==> config.mk <==
export PLATFORM = sky130hd
export DESIGN_NAME = icache_fetch_arbiter
export DESIGN_NICKNAME = d
export VERILOG_FILES = /design/src/rtl/icache_fetch_arbiter.sv
export SDC_FILE = /design/constraint.sdc
export NUM_CORES = 1
export LEC_CHECK = 0
export ABC_AREA = 1
export CORE_ASPECT_RATIO = 1.2
export CORE_MARGIN = 3
export CORE_UTILIZATION = 47
export DETAILED_ROUTE_END_ITERATION = 16
export PLACE_DENSITY = 0.91
export SETUP_SLACK_MARGIN = 0.4
export SYNTH_ARGS = -nofsm -noshare
export SYNTH_HDL_FRONTEND = slang
export SYNTH_SLANG_ARGS = --single-unit
==> constraint.sdc <==
create_clock -name clk -period 2.7 [get_ports clk]
set_input_delay 0.405 -clock clk [delete_from_list [all_inputs] [get_ports clk]]
set_output_delay 0.405 -clock clk [all_outputs]
set_load 0.01 [all_outputs]
==> src/rtl/icache_fetch_arbiter.sv <==
// rtl/icache_fetch_arbiter.sv - round-robin arbiter sharing one I-Cache fetch port between two IFUs
//
// Ports:
//   clk, reset_n                      core clock, asynchronous active-low reset
//   way0_* / way1_*                   IFU fetch request/address in, response pulse/instruction out
//   jumpFlag_i                        redirect: squashes the outstanding fetch
//   icache_request_o/instAddr_o       request and captured address towards the I-Cache
//   icache_dataOk_i/inst_i            I-Cache response
//   grantWay_o                        owner of the current or most recent grant
//   busy_o                            a fetch is outstanding (WAIT or DRAIN)
//   discardCount_o                    saturating count of squashed responses
module icache_fetch_arbiter #(
    parameter int ADDR_WIDTH = 32,
    parameter int INST_WIDTH = 32,
    parameter int CNT_WIDTH  = 16
) (
    input  logic                  clk,
    input  logic                  reset_n,
    input  logic                  way0_request_i,
    input  logic [ADDR_WIDTH-1:0] way0_instAddr_fetch_i,
    output logic                  way0_dataOk_o,
    output logic [INST_WIDTH-1:0] way0_inst_fetch_o,
    input  logic                  way1_request_i,
    input  logic [ADDR_WIDTH-1:0] way1_instAddr_fetch_i,
    output logic                  way1_dataOk_o,
    output logic [INST_WIDTH-1:0] way1_inst_fetch_o,
    input  logic                  jumpFlag_i,
    output logic                  icache_request_o,
    output logic [ADDR_WIDTH-1:0] icache_instAddr_o,
    input  logic                  icache_dataOk_i,
    input  logic [INST_WIDTH-1:0] icache_inst_i,
    output logic                  grantWay_o,
    output logic                  busy_o,
    output logic [CNT_WIDTH-1:0]  discardCount_o
);

    typedef enum logic [1:0] {
        IDLE  = 2'd0,
        WAIT  = 2'd1,
        DRAIN = 2'd2
    } state_t;

    state_t                state_q, state_d;
    logic                  req_q, req_d;
    logic [ADDR_WIDTH-1:0] addr_q, addr_d;
    logic                  ok0_q, ok0_d;
    logic                  ok1_q, ok1_d;
    logic [INST_WIDTH-1:0] inst0_q, inst0_d;
    logic [INST_WIDTH-1:0] inst1_q, inst1_d;
    logic                  grant_q, grant_d;
    logic                  busy_q, busy_d;
    logic [CNT_WIDTH-1:0]  disc_q, disc_d;
    // Way that wins when both request; starts on way0.
    logic                  prio_q, prio_d;

    logic                  cand0, cand1, winner;
    logic [CNT_WIDTH-1:0]  disc_inc;

    // A way whose response is being delivered this cycle still has its request
    // high (the IFU drops it only after seeing dataOk), so it is masked out.
    assign cand0  = way0_request_i & ~ok0_q;
    assign cand1  = way1_request_i & ~ok1_q;
    assign winner = (cand0 & cand1) ? prio_q : cand1;

    assign disc_inc = (&disc_q) ? disc_q : disc_q + {{(CNT_WIDTH-1){1'b0}}, 1'b1};

    always_ff @(posedge clk or negedge reset_n) begin
        if (!reset_n) begin
            state_q <= IDLE;
            req_q   <= 1'b0;
            addr_q  <= '0;
            ok0_q   <= 1'b0;
            ok1_q   <= 1'b0;
            inst0_q <= '0;
            inst1_q <= '0;
            grant_q <= 1'b0;
            busy_q  <= 1'b0;
            disc_q  <= '0;
            prio_q  <= 1'b0;
        end else begin
            state_q <= state_d;
            req_q   <= req_d;
            addr_q  <= addr_d;
            ok0_q   <= ok0_d;
            ok1_q   <= ok1_d;
            inst0_q <= inst0_d;
            inst1_q <= inst1_d;
            grant_q <= grant_d;
            busy_q  <= busy_d;
            disc_q  <= disc_d;
            prio_q  <= prio_d;
        end
    end

    always_comb begin
        state_d = state_q;
        req_d   = req_q;
        addr_d  = addr_q;
        ok0_d   = 1'b0;
        ok1_d   = 1'b0;
        inst0_d = inst0_q;
        inst1_d = inst1_q;
        grant_d = grant_q;
        disc_d  = disc_q;
        prio_d  = prio_q;

        case (state_q)
            IDLE: begin
                // Any cache response seen here belongs to an abandoned fetch.
                if (!jumpFlag_i && (cand0 || cand1)) begin
                    state_d = WAIT;
                    req_d   = 1'b1;
                    addr_d  = winner ? way1_instAddr_fetch_i : way0_instAddr_fetch_i;
                    grant_d = winner;
                    prio_d  = ~winner;
                end
            end
            WAIT: begin
                if (icache_dataOk_i) begin
                    state_d = IDLE;
                    req_d   = 1'b0;
                    if (jumpFlag_i) begin
                        disc_d = disc_inc;
                    end else if (grant_q) begin
                        ok1_d   = 1'b1;
                        inst1_d = icache_inst_i;
                    end else begin
                        ok0_d   = 1'b1;
                        inst0_d = icache_inst_i;
                    end
                end else if (jumpFlag_i) begin
                    // The cache cannot abort, so keep requesting and drop the answer.
                    state_d = DRAIN;
                end
            end
            DRAIN: begin
                if (icache_dataOk_i) begin
                    state_d = IDLE;
                    req_d   = 1'b0;
                    disc_d  = disc_inc;
                end
            end
            default: begin
                state_d = IDLE;
                req_d   = 1'b0;
            end
        endcase

        busy_d = (state_d != IDLE);
    end

    assign icache_request_o  = req_q;
    assign icache_instAddr_o = addr_q;
    assign way0_dataOk_o     = ok0_q;
    assign way1_dataOk_o     = ok1_q;
    assign way0_inst_fetch_o = inst0_q;
    assign way1_inst_fetch_o = inst1_q;
    assign grantWay_o        = grant_q;
    assign busy_o            = busy_q;
    assign discardCount_o    = disc_q;

endmodule

After elaboration in Yosys (flattened, before gate mapping)

Cells that the tools add are included.

Eq/ne operators: 7
Bitwise gates (word level): 8
$lt $le $gt $ge: 0
Reduce and logical (&&, ||, !) cells: 13
Mux-type cells: 23
Shifts and indexed selects: 0
Div/mod/pow operators: 0
Multipliers: 0
Add/subtract/negate cells: 1

Operator list:

| cell                                                                  | number |
|---|---|
| 16-bit 2-to-1 mux                                                     | 4 |
| 32-bit 2-to-1 mux                                                     | 1 |
| 16-bit case mux with 2 select lines                                   | 1 |
| 16-bit by 1-bit adder with 16-bit output, second input constant       | 1 |
| 16-bit AND reduction                                                  | 1 |
| 4-bit AND reduction                                                   | 3 |
| 1-bit 2-to-1 mux                                                      | 11 |
| 2-bit 2-to-1 mux                                                      | 4 |
| 2-bit != test, second input constant                                  | 4 |
| 2-bit case mux with 3 select lines                                    | 1 |
| 1-bit NOT                                                             | 5 |
| 2-bit AND reduction                                                   | 2 |
| 2-bit nonzero test                                                    | 2 |
| 1-bit bitwise AND                                                     | 3 |
| 2-bit by 1-bit equality test with 1-bit output, second input constant | 1 |
| 2-bit equality test, second input constant                            | 1 |
| 2-bit logical NOT                                                     | 1 |
| 2-bit by 1-bit != test with 1-bit output, second input constant       | 1 |
| 1-bit case mux with 2 select lines                                    | 1 |
| 2-bit OR reduction                                                    | 1 |
| 1-bit logical AND                                                     | 1 |
| 1-bit logical NOT                                                     | 1 |
| 1-bit logical OR                                                      | 1 |

Flip-flop bits (word level): 120
Input bits: 102
Memories: 0
Latch bits: 0
Word-level logic and storage cells: 63
Memory bits (writable): 0
Memory bits (read-only): 0
Output and inout bits: 117

Depth between registers and ports, before layout

Depth in word-level cells: 7
Depth in mapped cells: 10
Mapped depth without buffers: 10

Least setup slack after synthesis

Ideal clock, no wire load.

Path type: reg-to-reg
Start: register disc_q[0] (netlist: discardCount_o[0])
End: register disc_q[12] (netlist: discardCount_o[12])
Stages on the path, launching flop included: 11
Path buffers: 1
Period minus slack after synthesis: 1506 ps
Library setup time: 117 ps
Required time: 2583 ps
Slack: 1194 ps
Arrival: 1389 ps
Cells stage by stage: dfrtp_1 -> ha_1 -> nand2_2 -> nor2_4 -> nand2_4 -> nor2_4 -> nor2_4 -> buf_6 -> nand2_2 -> nand2_1 -> nand2_1

Word-level cells in the longest chain between the ends: 5
Elaborated cells between the ends (all ways): 7
Those cells by class: add/sub: 1; mux: 5; reduce/logical: 1

RTL lines:

| item                                                                             | line | source |
|---|---|---|
| start, declared                                                                  | 52   | `logic [CNT_WIDTH-1:0] disc_q, disc_d;` |
| start signal, assigned                                                           | 90   | `disc_q <= disc_d;` |
| 16-bit by 1-bit adder with 16-bit output or 16-bit AND reduction (tied branches) | 65   | `assign disc_inc = (&disc_q) ? disc_q : disc_q + {{(CNT_WIDTH-1){1'b0}}, 1'b1};` |
| 16-bit 2-to-1 mux (*)                                                            | 65   |  |
| 16-bit 2-to-1 mux                                                                | 122  | `if (jumpFlag_i) begin` |
| 16-bit 2-to-1 mux                                                                | 119  | `if (icache_dataOk_i) begin` |
| 16-bit case mux with 2 select lines (*)                                          | 107  | `case (state_q)` |

Every way passes the cells marked *; elsewhere a longest branch is shown, timed or not. The select of a mux whose other input is x is not followed.
A chain may end at the register's enable or synchronous reset.

Final worst setup path

Start: register grant_q (netlist: grantWay_o)
End: output port grantWay_o

RTL lines:

| item                   | line | source |
|---|---|---|
| start, declared        | 50   | `logic grant_q, grant_d;` |
| start signal, assigned | 88   | `grant_q <= grant_d;` |
| end, declared          | 32   | `output logic grantWay_o,` |

No word-level cell between the ends.

==> results.yml <==
run_status:
  status: "finished clean"
timing:
  holdWs_ps: 467
  max_slew.worst_pin.slew_ps: 569
  finalSetupTns_ps: 0
  timing.fmax_ghz: 0.530
  slew_headroom_pct: 62.1
  period_share_pct: 69.9
  rsz0062_at_grt: "false"
  finalSetupViolCount: 0
  fin_worst_skew_ps: 8.58
  slew_violations: 0
  hold_violations: 0
  finalCriticalPeriod_ps: 1890
placement:
  globalplace.congestion: 0.884
  dp_hpwl_um: 10900
  portBuffers: 218
die:
  chipWidth_um: 104
  core-area_um2: 11200
  die_area_um2: 13000
  ios: 219
  start_util_pct: 48.8
  row_count: 42
  die_h_um: 124
critical_path:
  path_class: "reg2out"
  slowest_delay_ps: 630
  reg2regPathDepth: 10
  crit_path_start: "grantWay_o$_DFFE_PN0P_"
  cp_slowest_cell: "clkdlybuf4s50_1"
  crit_path_cell_trace: "clkdlybuf4s50_1"
  cp_data_required_time_ps: 2300
  cp_max_fo: 4
  cp-endpoint: "grantWay_o"
  start_kind: "flip-flop"
  r2r_end: "discardCount_o[11]$_DFFE_PN0P_"
  path_buf_inv: 1
  crit_family: "buffers and inverters"
  reg2reg_from: "state_q[1]$_DFF_PN0_"
  end_kind: "primary output"
  crit_cells: 1
  r2r_slack_ps: 840
  crit_arrival_ps: 1480
route:
  drtIter0Drc: 307
  first_pass_iters: 5
  avgRoutedWirePerCell_um: 14.3
  vias: 5217
  ant_nets: 0
  viasPerCell: 4.87
  wirelength_um: 15300
  drc: 0
global_route:
  antenna_found_initial: 0
  grt_pass1_vias: 5119
  grt_max_degree: 65
  grt_util_all_layers_pct: 24.3
  grt_pass1_wl_um: 25000
  grt_overflow: 0
synth:
  netlist_top_cells_area: "dfrtp_1 55%, nand2_1 20%, nand3_1 5.0%, o21ai_0 4.6%, inv_1 4.0%"
  yosysSeqAreaShare_pct: 55.0
  syn_area_um2: 5460
  synth-seq-cells: 120
  yosysUniqueCellTypes: 24
  syn_area_per_cell_um2: 8.00
  syn_nets: 790
  synth_top_area_share_pct: 55.0
  yosys_warnings: 0
  syn_inst: 683
  synth_top_area_cell: "dfrtp_1"
clock_network:
  clk_latency_ps: 410
  cts-hold-fix-buffers: 1
  h-tree-depth: 4
  cts_root_buffer: "clkbuf_16"
  cts-buffers-inserted: 17
  cts_tree: "built"
  cts.clk_slew.worst_paths_ps: 60
  numClockSinks: 120
  post_cts_buffers: 0
  cts_buffer_depth: 2
  post_cts_resized: 0
layout:
  area_growth_pct: 54.2
  drive_gt1_share_pct: 7.63
  fill_cells: 769
  antennaDiodeCount: 0
  fin_nets: 1011
power_and_ir_drop:
  p_total_mw: 8.84
  intPower_mw: 5.78
  power_leakage_nw: 4.14
  power_frac_seq_pct: 33.9
  p_sw_mw: 3.06
  p_comb_share_pct: 40.8
  powerDensity_nw_per_um2: 1050
  clkPwrFrac_pct: 25.3
  ir_drop_uv: 615
  switching_share_pct: 34.6
job:
  cap_violations: 0
min_path:
  hp-class: "reg2reg"
-- synthesized netlist by cell type --
cell type  number
clkbuf_2        1
o21a_1          1
nor2_1         17
nand3b_1        2
nor3_1          1
nand4_1         1
dfrtp_1       120
nor3_2          2
xor2_1          3
o21ai_1        20
inv_1          58
nand3_1        55
nor2_4          5
o21bai_1        1
buf_6           2
nor2_2          1
ha_1            5
o21ai_0        50
nand2_4         1
inv_2           8
nand2_1       295
nand2_2         7
buf_2          15
clkbuf_1       12
-- sequential cells by signal (all words and copies together), names as in the netlist, 2 cells and up --
register           flops
icache_instAddr_o     32
discardCount_o        16
state_q                2
way0_inst_fetch_o     32
way1_inst_fetch_o     32
-- kinds of logic after synthesis --
group	count (synthesis)	share of synthesized area, %
adders and majority gates	5	1.15
buffers and inverters	96	7.24
xor gates and xnor gates	3	0.481
AOI/OAI and AO/OA	72	6.69
and+or+nand+nor	387	29.5
DFF	120	55.0
-- stage by stage --
step                      setup WS [ps]  utilization [%]  cell area [um^2]  instances
after floorplan                    1190                -              5460        683
after global placement              676             69.9              7820       1038
after detailed placement            626             69.9              7820       1038
after CTS                           779             75.2              8420       1071
after global routing                627             75.2              8420       1071
final                               812             75.2              8420       1071
-- metal layers --
metal  track usage (%)  wire length, um  vias up
li1                  -                -     2557
met1              27.9             5920     2431
met2              41.3             7730      200
met3              9.28             1310       29
met4              9.48              365        0
met5                 0                0        -
-- power by group through the flow --
stage / logic, mW / clock network, mW / registers, mW
floorplan: 1.26 / 0 / 3.32
global placement: 3.51 / 0 / 2.98
detailed placement: 3.61 / 0 / 3.00
CTS: 3.65 / 2.27 / 3.00
global route: 3.95 / 2.36 / 3.09
finish: 3.61 / 2.24 / 3.00
-- cells in the final DEF (no fill, tap or decap) --
| cell | instances |
|---|---|
| buf_12 | 3 |
| buf_4 | 11 |
| bufinv_16 | 2 |
| clkbuf_16 | 17 |
| clkdlybuf4s50_1 | 217 |
| clkinv_2 | 2 |
| clkinv_4 | 2 |
| clkinvlp_4 | 2 |
| dfrtp_1 | 120 |
| dlygate4sd3_1 | 1 |
| ha_1 | 5 |
| inv_1 | 58 |
| inv_2 | 8 |
| inv_6 | 7 |
| nand2_1 | 295 |
| nand2_2 | 7 |
| nand2_4 | 1 |
| nand3_1 | 55 |
| nand3b_1 | 2 |
| nand4_1 | 1 |
| nor2_1 | 17 |
| nor2_2 | 1 |
| nor2_4 | 5 |
| nor3_1 | 1 |
| nor3_2 | 2 |
| o21a_1 | 1 |
| o21ai_0 | 50 |
| o21ai_1 | 20 |
| o21bai_1 | 1 |
| xor2_1 | 3 |
-- final cells by class --
cell class,count,area [um^2],area share (%)
Timing Repair Buffer,232,2320,27.6
Sequential cell,120,3000,35.7
Clock inverter,15,164,1.95
Multi-Input combinational cell,467,2060,24.5
Clock buffer,17,425,5.05
Tap cell,154,193,2.29
Inverter,66,248,2.94
-- worst min-delay path by stage --
| stage | startpoint | to | cells past startpoint |
|---|---|---|---|
| after floorplan | reset_n | busy_o$_DFF_PN0_ | 0 |
| after detailed placement | reset_n | way1_inst_fetch_o[29]$_DFFE_PN0P_ | 1 |
| after CTS | icache_instAddr_o[18]$_DFFE_PN0P_ | icache_instAddr_o[18]$_DFFE_PN0P_ | 2 |
| after global routing | icache_instAddr_o[30]$_DFFE_PN0P_ | icache_instAddr_o[30]$_DFFE_PN0P_ | 2 |
| after global placement | reset_n | way0_inst_fetch_o[29]$_DFFE_PN0P_ | 1 |
| final | icache_instAddr_o[18]$_DFFE_PN0P_ | icache_instAddr_o[18]$_DFFE_PN0P_ | 2 |
Note: power is estimated with default switching activity, not from simulation.
